### src/rtl/int_generator_pkg.sv
// Shared definitions for the interrupt-generator peripheral.
//   - FSM state encoding for int_generator
//   - trigger table depth and index width
//   - peripheral word-address map (interrupt acknowledge plus neighbours)
//   - word_addr(): drops the byte-offset bits of a 32-bit byte address
package int_generator_pkg;

  typedef enum logic [1:0] {
    ST_IDLE   = 2'd0,
    ST_DELAY  = 2'd1,
    ST_ASSERT = 2'd2
  } int_state_e;

  localparam int TABLE_DEPTH = 4;
  localparam int TABLE_IDX_W = 2;

  // Peripheral address map (byte addresses, word aligned).
  localparam logic [31:0] TIMER_BASE_ADDR  = 32'h0000_7F00;
  localparam logic [31:0] UART_BASE_ADDR   = 32'h0000_7F10;
  localparam logic [31:0] INT_ADDR_DEFAULT = 32'h0000_7F20;

  function automatic logic [29:0] word_addr(input logic [31:0] byte_addr);
    return byte_addr[31:2];
  endfunction

endpackage

### src/rtl/int_trigger_table.sv
// Trigger table: TABLE_DEPTH entries of {word PC, valid}.
// Ports:
//   clk, reset       clock and synchronous active-high reset (clears valid bits)
//   cfg_we/idx/pc    table write; the written entry becomes valid next cycle
//   pc               CPU architectural PC compared against every valid entry
//   match_en         high when the caller can accept a trigger this cycle
//   fire             a trigger is accepted this cycle (entry is consumed)
//   fire_idx         index of the consumed entry (lowest matching index)
module int_trigger_table
  import int_generator_pkg::*;
(
  input  logic                   clk,
  input  logic                   reset,
  input  logic                   cfg_we,
  input  logic [TABLE_IDX_W-1:0] cfg_idx,
  input  logic [31:0]            cfg_pc,
  input  logic [31:0]            pc,
  input  logic                   match_en,
  output logic                   fire,
  output logic [TABLE_IDX_W-1:0] fire_idx
);

  logic [29:0]            entry_pc_q [TABLE_DEPTH];
  logic [TABLE_DEPTH-1:0] valid_q;
  logic [TABLE_DEPTH-1:0] valid_d;
  logic [TABLE_DEPTH-1:0] match_vec;
  logic                   hit;

  // An entry being rewritten this cycle is excluded from matching, so the
  // write wins and the old PC can never trigger.
  generate
    for (genvar gi = 0; gi < TABLE_DEPTH; gi++) begin : g_cmp
      assign match_vec[gi] = valid_q[gi]
                          && (entry_pc_q[gi] == word_addr(pc))
                          && !(cfg_we && (cfg_idx == TABLE_IDX_W'(gi)));
    end
  endgenerate

  // Lowest index wins: scan downward so the last assignment is the lowest.
  always_comb begin
    hit      = 1'b0;
    fire_idx = '0;
    for (int i = TABLE_DEPTH - 1; i >= 0; i--) begin
      if (match_vec[i]) begin
        hit      = 1'b1;
        fire_idx = TABLE_IDX_W'(i);
      end
    end
  end

  assign fire = hit && match_en;

  always_comb begin
    valid_d = valid_q;
    if (fire)   valid_d[fire_idx] = 1'b0;
    if (cfg_we) valid_d[cfg_idx]  = 1'b1;
  end

  always_ff @(posedge clk) begin
    if (reset) valid_q <= '0;
    else       valid_q <= valid_d;
  end

  // PC storage needs no reset: an entry is only looked at while valid.
  always_ff @(posedge clk) begin
    if (cfg_we && !reset) entry_pc_q[cfg_idx] <= word_addr(cfg_pc);
  end

endmodule

### src/rtl/int_generator.sv
// Interrupt generator: when the CPU PC hits a programmed trigger, waits
// DELAY cycles, raises interrupt and holds it until the CPU writes INT_ADDR.
// Ports:
//   clk, reset        clock and synchronous active-high reset
//   macroscopic_pc    CPU architectural PC
//   m_int_addr/byteen CPU write toward this block (ack = write to INT_ADDR)
//   cfg_we/idx/pc     trigger table programming
//   interrupt         registered interrupt line, high exactly in ASSERT
//   busy              high whenever not IDLE
//   ack_err           sticky: ack timeout or spurious ack
//   fired_cnt         completed handshake count (wraps)
module int_generator
  import int_generator_pkg::*;
#(
  parameter logic [31:0] INT_ADDR    = INT_ADDR_DEFAULT,
  parameter int          DELAY       = 4,
  parameter int          ACK_TIMEOUT = 1024
) (
  input  logic        clk,
  input  logic        reset,
  input  logic [31:0] macroscopic_pc,
  input  logic [31:0] m_int_addr,
  input  logic [3:0]  m_int_byteen,
  input  logic        cfg_we,
  input  logic [1:0]  cfg_idx,
  input  logic [31:0] cfg_pc,
  output logic        interrupt,
  output logic        busy,
  output logic        ack_err,
  output logic [7:0]  fired_cnt
);

  localparam int TO_W = $clog2(ACK_TIMEOUT + 1);

  int_state_e          state_q, state_d;
  logic [7:0]          dly_cnt_q, dly_cnt_d;
  logic [TO_W-1:0]     to_cnt_q, to_cnt_d;
  logic                interrupt_q;
  logic                ack_err_q, ack_err_d;
  logic [7:0]          fired_q, fired_d;
  logic                ack;
  logic                fire;
  logic [TABLE_IDX_W-1:0] fire_idx;

  assign ack = (word_addr(m_int_addr) == word_addr(INT_ADDR)) && (m_int_byteen != 4'b0000);

  int_trigger_table u_table (
    .clk      (clk),
    .reset    (reset),
    .cfg_we   (cfg_we),
    .cfg_idx  (cfg_idx),
    .cfg_pc   (cfg_pc),
    .pc       (macroscopic_pc),
    .match_en (state_q == ST_IDLE),
    .fire     (fire),
    .fire_idx (fire_idx)
  );

  always_comb begin
    state_d   = state_q;
    dly_cnt_d = dly_cnt_q;
    to_cnt_d  = to_cnt_q;
    ack_err_d = ack_err_q;
    fired_d   = fired_q;
    case (state_q)
      ST_IDLE: begin
        if (ack) ack_err_d = 1'b1;
        if (fire) begin
          state_d   = ST_DELAY;
          dly_cnt_d = 8'(DELAY);
        end
      end
      ST_DELAY: begin
        if (ack) ack_err_d = 1'b1;
        if (dly_cnt_q == 8'd0) begin
          state_d  = ST_ASSERT;
          to_cnt_d = '0;
        end else begin
          dly_cnt_d = dly_cnt_q - 8'd1;
        end
      end
      ST_ASSERT: begin
        if (ack) begin
          state_d  = ST_IDLE;
          fired_d  = fired_q + 8'd1;
          to_cnt_d = '0;
        end else begin
          // to_cnt_q counts completed ASSERT cycles before this one; the
          // flag sets at the end of the ACK_TIMEOUT-th cycle. Saturates.
          if (to_cnt_q == TO_W'(ACK_TIMEOUT - 1)) ack_err_d = 1'b1;
          if (to_cnt_q != TO_W'(ACK_TIMEOUT))     to_cnt_d  = to_cnt_q + 1'b1;
        end
      end
      default: state_d = ST_IDLE;
    endcase
  end

  always_ff @(posedge clk) begin
    if (reset) begin
      state_q     <= ST_IDLE;
      dly_cnt_q   <= '0;
      to_cnt_q    <= '0;
      interrupt_q <= 1'b0;
      ack_err_q   <= 1'b0;
      fired_q     <= '0;
    end else begin
      state_q     <= state_d;
      dly_cnt_q   <= dly_cnt_d;
      to_cnt_q    <= to_cnt_d;
      interrupt_q <= (state_d == ST_ASSERT);
      ack_err_q   <= ack_err_d;
      fired_q     <= fired_d;
    end
  end

  assign interrupt = interrupt_q;
  assign busy      = (state_q != ST_IDLE);
  assign ack_err   = ack_err_q;
  assign fired_cnt = fired_q;

endmodule
### config.mk
export PLATFORM = sky130hd
export DESIGN_NAME = int_generator
export DESIGN_NICKNAME = d
export VERILOG_FILES = /design/src/rtl/int_generator_pkg.sv /design/src/rtl/int_trigger_table.sv /design/src/rtl/int_generator.sv
export SDC_FILE = /design/constraint.sdc
export NUM_CORES = 1
export LEC_CHECK = 0
export ABC_CLOCK_PERIOD_IN_PS = 4500
export BUFFER_PORTS_ARGS = -buffer_cell sky130_fd_sc_hd__buf_2
export CELL_PAD_IN_SITES_DETAIL_PLACEMENT = 1
export CELL_PAD_IN_SITES_GLOBAL_PLACEMENT = 2
export CORE_ASPECT_RATIO = 1.2
export CORE_UTILIZATION = 38
export DETAILED_ROUTE_END_ITERATION = 12
export GPL_TIMING_DRIVEN = 0
export PLACE_DENSITY = 0.81
export SYNTH_ARGS = -nofsm -noshare
export SYNTH_HDL_FRONTEND = slang
export SYNTH_SLANG_ARGS = --single-unit
### constraint.sdc
create_clock -name clk -period 4.5 [get_ports clk]
set_clock_uncertainty 0.2 [all_clocks]
set_input_delay 0.675 -clock clk [delete_from_list [all_inputs] [get_ports clk]]
set_output_delay 0.675 -clock clk [all_outputs]
set_load 0.1 [all_outputs]
==> out/metrics.cfg, run 1 <==
[final_layout]
final_cells=868
area_delta_synth_final_pct=21.85
diodes=0
drive_gt1_frac=0.2438
layout.nets=746

[routing]
postRouteAntennaNets=0
wire_per_inst_um=19.79
dr.pass1.iters=5
vias_per_cell=5.194
vias=4508
drc=0
drt-total-wl_um=17180
drt_iter0_markers=182

[pwr]
power.density_nw_per_um2=407.7
p_total_mw=3.357
p_leak_nw=2.865
peakVddDrop_uv=335.8

[synthesis]
synth_edf_count=120
syn_avg_cell_area_um2=13.35
netlist_area_um2=6756
syn-num-nets=616
synth.yosys.seq_area_share=0.6370
synthTopCellsByArea=edfxtp_1, xnor2_1, dfxtp_1
synthFlopType=edfxtp_1
synthMostInstantiatedCell=edfxtp_1
synthCells=506
synth_commonest_cells=edfxtp_1, xnor2_1, xor2_1
yosys.area.top_type_share=0.5333
ys_types=44
synth-async-reset-ratio=0
synth_seq_cells=155
yosysTopAreaCell=edfxtp_1
yosys_warnings=0

[sta]
slew_headroom=0.3618
setup_violations=0
fin_crit_ns=2.955
fmax_ghz=0.3384
grt_setup_unrepaired=false
drv_slew=0
finalHoldViolations=0
setup_tns_ns=0
worst_slack_ns=1.545
min_period_over_period=0.6566
worstMarginPinSlew_ns=0.9493

[clocking]
htreeDepth=4
post_cts_resized=0
clk_pin_slew_worst_paths_ns=0.07
ctsHoldBuffers=0
numCtsBuffers=17
cts.sinks=155
post-cts-setup-buffer-count=0
clk_latency_ns=0.44
cts_root_buf=clkbuf_16
cts_tree=built
cts_max_path_buffers=2

[setup_path]
criticalPathCategory=primary input to flop
crit_path_max_fanout=10
cp_slowest_stage_delay_ns=0.74
worstPathCellList=buf_2 > nor4b_1 > nand4_1 > nor4_2 > nor3_1 > buf_2 > nor3_1 > xnor2_1 > nor2_1
start_kind=primary input
cpMaxStageDelayCell=nor4_2
crit_required_ns=4.60
setup.worst_path.end_class=flop
critPathArrivalTime_ns=3.05

[floorplan]
fp-row-count=53
core_area_um2=17440
ioPinCount=116
die_x_um=123.7
start_util=0.3874
die_y_um=148.1
die-area_um2=18320

[global_route]
antenna_found_initial=0
grt_max_degree=32
grt_usage=0.1977
grt_pass1_wl_um=26090
gr-total-overflow=0
grt_pass1_vias=4852

[place]
dp.cells=837
place_congestion=0.7964
hpwl_um=12860
io_buffers=107
preCtsSetupSlack_ns=1.033

[run]
drv_cap=0

[outcome]
status=complete, no violations

[worst_hold_path]
hp-class=primary input to flop

## critical path: cells and delay by family
kind | cells | cell delay [ns]
XOR/XNOR | 1 | 0.15
buffers and inverters | 2 | 0.34
AND/OR/NAND/NOR | 6 | 1.88
## power breakdown
part           switching (mW)  total [mW]  leakage [nW]  internal [mW]
clock network           0.628        1.47         0.292          0.838
logic                   0.168       0.282          1.20          0.115
registers              0.0217        1.61          1.37           1.59
total                   0.818        3.36          2.87           2.54
## final cells by class
cell class                      instances  area, um^2
Buffer                                  8       40.04
Clock buffer                           17       425.4
Clock inverter                         14       171.4
Fill cell                            1817        9208
Inverter                                8       30.03
Multi-Input combinational cell        335        2397
Sequential cell                       155        4304
Tap cell                              220       275.3
Timing Repair Buffer                  111       589.3
## layout by cell type (no fill, tap or decap), types with 3 or more instances in the layout
cell type and count:
edfxtp_1 120, buf_2 109, xnor2_1 91, xor2_1 46
nor2_1 38, dfxtp_1 35, nand4_1 32, nor4_1 20
clkbuf_16 17, nand2_1 16, nand3_1 12, inv_1 8
a21oi_1 8, inv_6 7, or3_1 6, nor3_1 6
clkbuf_1 5, o21ai_0 5, ha_1 5, nor4b_1 4
nor3b_1 4, buf_6 4, o31ai_1 4, or4_1 3
nand3b_1 3, a31o_2 3, inv_8 3
## per-layer routing
metal	part of all wire	GRT usage	vias to the layer above	routed length [um]
met4	0.040	0.1072	0	681
met3	0.031	0.04179	37	528
li1	-	-	2128	-
met1	0.38	0.2071	2239	6520
met2	0.55	0.3614	104	9449
met5	0	0	-	0
## final timing paths
kind / from / endpoint / slack, ns / cells past startpoint
setup reg to reg: u_table.entry_pc_q[0][9]$_DFFE_PP_ / dly_cnt_q[6]$_SDFFE_PP0P_ / 1.58 / 8
hold reg to reg: u_table.valid_q[3]$_SDFF_PP0_ / u_table.valid_q[3]$_SDFF_PP0_ / 0.28 / 2
setup / recovery: m_int_addr[3] / to_cnt_q[6]$_SDFFE_PP0P_ / 1.55 / 9
hold / removal: cfg_pc[29] / u_table.entry_pc_q[3][27]$_DFFE_PP_ / 0.25 / 1
## state kept, by name, summed over array words and instances (netlist names)
name / count
fired_cnt: 8
state_q: 2
to_cnt_q: 11
interrupt: 1
u_table.entry_pc_q: 120
dly_cnt_q: 8
ack_err: 1
u_table.valid_q: 4
## cell families (layout without fill, tap and decap cells)
kind of cell | count (synthesis) | after routing | synth area share
and+or+nand+nor | 164 | 164 | 0.1374
DFF | 155 | 155 | 0.6370
xor gates and xnor gates | 137 | 137 | 0.1776
AOI/OAI and AO/OA | 28 | 28 | 0.02685
buffers and inverters | 16 | 158 | 0.01037
adders and majority gates | 5 | 5 | 0.009259
muxes | 1 | 1 | 0.001482
## per-stage QoR
stage,hold WS [ns],util,cell area [um^2]
after floorplan,0.2458,-,6756
after global placement,0.2570,0.4339,7567
after detailed placement,0.2708,0.4378,7636
after CTS,0.2318,0.4721,8233
after global routing,0.2440,0.4721,8233
final,0.2484,0.4721,8233
Note: power is estimated with default switching activity, not from simulation.
==> run 2, diff against run 1 <==
--- a/config.mk
+++ b/config.mk
@@ -5,7 +5,7 @@
 export SDC_FILE = /design/constraint.sdc
 export NUM_CORES = 1
 export LEC_CHECK = 0
-export ABC_CLOCK_PERIOD_IN_PS = 4500
+export ABC_CLOCK_PERIOD_IN_PS = 3000
 export BUFFER_PORTS_ARGS = -buffer_cell sky130_fd_sc_hd__buf_2
 export CELL_PAD_IN_SITES_DETAIL_PLACEMENT = 1
 export CELL_PAD_IN_SITES_GLOBAL_PLACEMENT = 2
==> constraint.sdc (replaced) <==
create_clock -name clk -period 3 [get_ports clk]
set_clock_uncertainty 0.2 [all_clocks]
set_input_delay 0.45 -clock clk [delete_from_list [all_inputs] [get_ports clk]]
set_output_delay 0.45 -clock clk [all_outputs]
set_load 0.1 [all_outputs]
==> out/metrics.cfg, run 2 (synthesis results as in run 1) <==
[outcome]
status=complete, no violations  ; unchanged

[setup_path]
criticalPathCategory=flop to flop  ; was primary input to flop
r2r_slack_ns=0.09  ; was 1.58 ns
reg2reg_depth=8  ; unchanged
critPathArrivalTime_ns=3.05  ; about the same
rr_endpoint=dly_cnt_q[3]$_SDFFE_PP0P_  ; was dly_cnt_q[6]$_SDFFE_PP0P_
crit_required_ns=3.14  ; was 4.60 ns
start_kind=flop  ; was primary input
crit_path_max_fanout=10  ; unchanged
setup.worst_path.end_class=flop  ; unchanged
reg2reg_from=u_table.entry_pc_q[3][9]$_DFFE_PP_  ; was u_table.entry_pc_q[0][9]$_DFFE_PP_

[place]
hpwl_um=12850  ; was 12860 um
place_congestion=0.8089  ; was 0.7964
io_buffers=107  ; unchanged
preCtsSetupSlack_ns=-0.1886  ; was 1.033 ns
dp.cells=836  ; was 837

[clocking]
cts_max_path_buffers=2  ; unchanged
post-cts-setup-buffer-count=0  ; unchanged
cts_root_buf=clkbuf_16  ; unchanged
clk_latency_ns=0.42  ; was 0.44 ns
numCtsBuffers=17  ; unchanged
htreeDepth=4  ; unchanged
cts_tree=built  ; unchanged
cts.sinks=155  ; unchanged
clk_pin_slew_worst_paths_ns=0.06  ; was 0.07 ns

[global_route]
grt_pass1_vias=4956  ; was 4852
grt_usage=0.2006  ; was 0.1977
grt_pass1_wl_um=26470  ; was 26090 um
gr-total-overflow=0  ; unchanged
antenna_found_initial=0  ; unchanged
grt_max_degree=32  ; unchanged

[routing]
drt-total-wl_um=17040  ; was 17180 um
postRouteAntennaNets=0  ; unchanged
dr.pass1.iters=4  ; was 5
wire_per_inst_um=19.64  ; was 19.79 um
drt_iter0_markers=220  ; was 182
drc=0  ; unchanged
vias_per_cell=5.141  ; was 5.194
vias=4462  ; was 4508

[final_layout]
nFillCells=1809  ; was 1817
seq_area_um2=4304  ; unchanged
layout_commonest_cell=edfxtp_1  ; unchanged
regMostFlops=u_table.entry_pc_q  ; unchanged
layout_common_cells=edfxtp_1, buf_2, xnor2_1, xor2_1, nor2_1  ; unchanged
area_delta_synth_final_pct=21.80  ; was 21.85%
final_cells=868  ; unchanged
largestRegisters=u_table.entry_pc_q: 120 flops, to_cnt_q: 11 flops  ; unchanged
largest_reg_flops=120  ; unchanged
multi_input_area_um2=2416  ; was 2397 um^2
drive_gt1_frac=0.2438  ; unchanged
diodes=0  ; unchanged
final_util=0.4718  ; was 0.4721
layout.nets=745  ; was 746

[run]
drv_cap=0  ; unchanged

[sta]
worst_slack_ns=0.09409  ; was 1.545 ns
worstMarginPinSlew_ns=0.9035  ; was 0.9493 ns
fmax_ghz=0.3441
slew_headroom=0.3977  ; was 0.3618
min_period_over_period=0.9686
fin_crit_ns=2.906
finalHoldViolations=0  ; unchanged
setup_violations=0  ; unchanged
drv_slew=0  ; unchanged
grt_setup_unrepaired=false  ; unchanged

[floorplan]
fp-row-count=53  ; unchanged
ioPinCount=116  ; unchanged
core_area_um2=17440  ; unchanged
die_y_um=148.1  ; unchanged
die-area_um2=18320  ; unchanged
die_x_um=123.7  ; unchanged
start_util=0.3874  ; unchanged

[pwr]
power.density_nw_per_um2=595.2  ; was 407.7 nW/um^2
p_total_mw=4.898  ; was 3.357 mW
p_leak_nw=2.847  ; was 2.865 nW
peakVddDrop_uv=515.0  ; was 335.8 uV

[worst_hold_path]
hp-class=primary input to flop  ; unchanged
min-delay-start=cfg_pc[16]  ; was cfg_pc[29]
hold_end=u_table.entry_pc_q[2][14]$_DFFE_PP_  ; was u_table.entry_pc_q[3][27]$_DFFE_PP_
min_delay_path_depth=1  ; unchanged

run 2: cell types whose count changed in the layout (fill, tap and decap cells not counted), sizes merged:
cell and delta:
buf -1, clkinvlp +2, clkinv +3, clkbuf +1, bufinv -1, inv -4
run 2: worst max path at each step:
stage                                        startpoint                                  end  slack (ns)
floorplan                                        cfg_we   u_table.entry_pc_q[2][0]$_DFFE_PP_        0.40
global placement                                 cfg_we  u_table.entry_pc_q[2][14]$_DFFE_PP_       -0.75
detailed placement                   macroscopic_pc[11]            dly_cnt_q[3]$_SDFFE_PP0P_       -0.19
CTS                  u_table.entry_pc_q[2][6]$_DFFE_PP_            dly_cnt_q[3]$_SDFFE_PP0P_        0.03
global route        u_table.entry_pc_q[0][23]$_DFFE_PP_            dly_cnt_q[6]$_SDFFE_PP0P_        0.03
finish               u_table.entry_pc_q[3][9]$_DFFE_PP_            dly_cnt_q[3]$_SDFFE_PP0P_        0.09
run 2: layout make-up:
| cell class | instances | share of cell area |
|---|---|---|
| timing repair buffer | 110 | 0.07268 |
| tap | 220 | 0.03345 |
| clock buffer | 18 | 0.05215 |
| sequential | 155 | 0.5230 |
| inverter | 8 | 0.003649 |
| buffer | 8 | 0.004865 |
| clock inverter | 14 | 0.01657 |
| multi-input combinational | 335 | 0.2936 |
run 2: metal layers:
| layer | GRT usage | share of wire | vias to the layer above |
|---|---|---|---|
| met1 | 0.2162 | 0.39 | 2232 |
| met5 | 0 | 0 | - |
| li1 | - | - | 2126 |
| met2 | 0.3672 | 0.55 | 84 |
| met4 | 0.09337 | 0.032 | 0 |
| met3 | 0.04218 | 0.026 | 20 |
run 2: what timing repair did:
action / 4_1_cts / 5_1_grt
endpoints found under the hold margin: 0 / 0
gates resized for setup: 1 / 1
hold buffers: 0 / 0
endpoints found under the setup margin: 1 / 4
run 2: power breakdown:
| group | internal (mW) | switching, mW |
|---|---|---|
| Sequential | 2.38 | 0.0329 |
| Clock | 1.16 | 0.897 |
| Combinational | 0.173 | 0.253 |
| Total | 3.71 | 1.18 |
run 2: worst max-delay path, cell delays in order, from the launching register on:
cell,delay (ns)
edfxtp_1,0.38
xnor2_1,0.42
nand4_1,0.30
nor4_1,0.36
a32oi_1,0.14
and3_4,0.23
buf_6,0.13
or4_1,0.50
a21oi_1,0.16
run 2: metrics by stage:
| step | hold slack, ns | TNS (ns) | cell area, um^2 |
|---|---|---|---|
| 2_1_floorplan | 0.2458 | 0 | 6761 |
| 3_3_place_gp | 0.2568 | -44.96 | 7572 |
| 3_5_place_dp | 0.2687 | -1.462 | 7651 |
| 4_1_cts | 0.01523 | 0 | 8223 |
| 5_1_grt | 0.02131 | 0 | 8229 |
| 6_report | 0.03991 | 0 | 8229 |
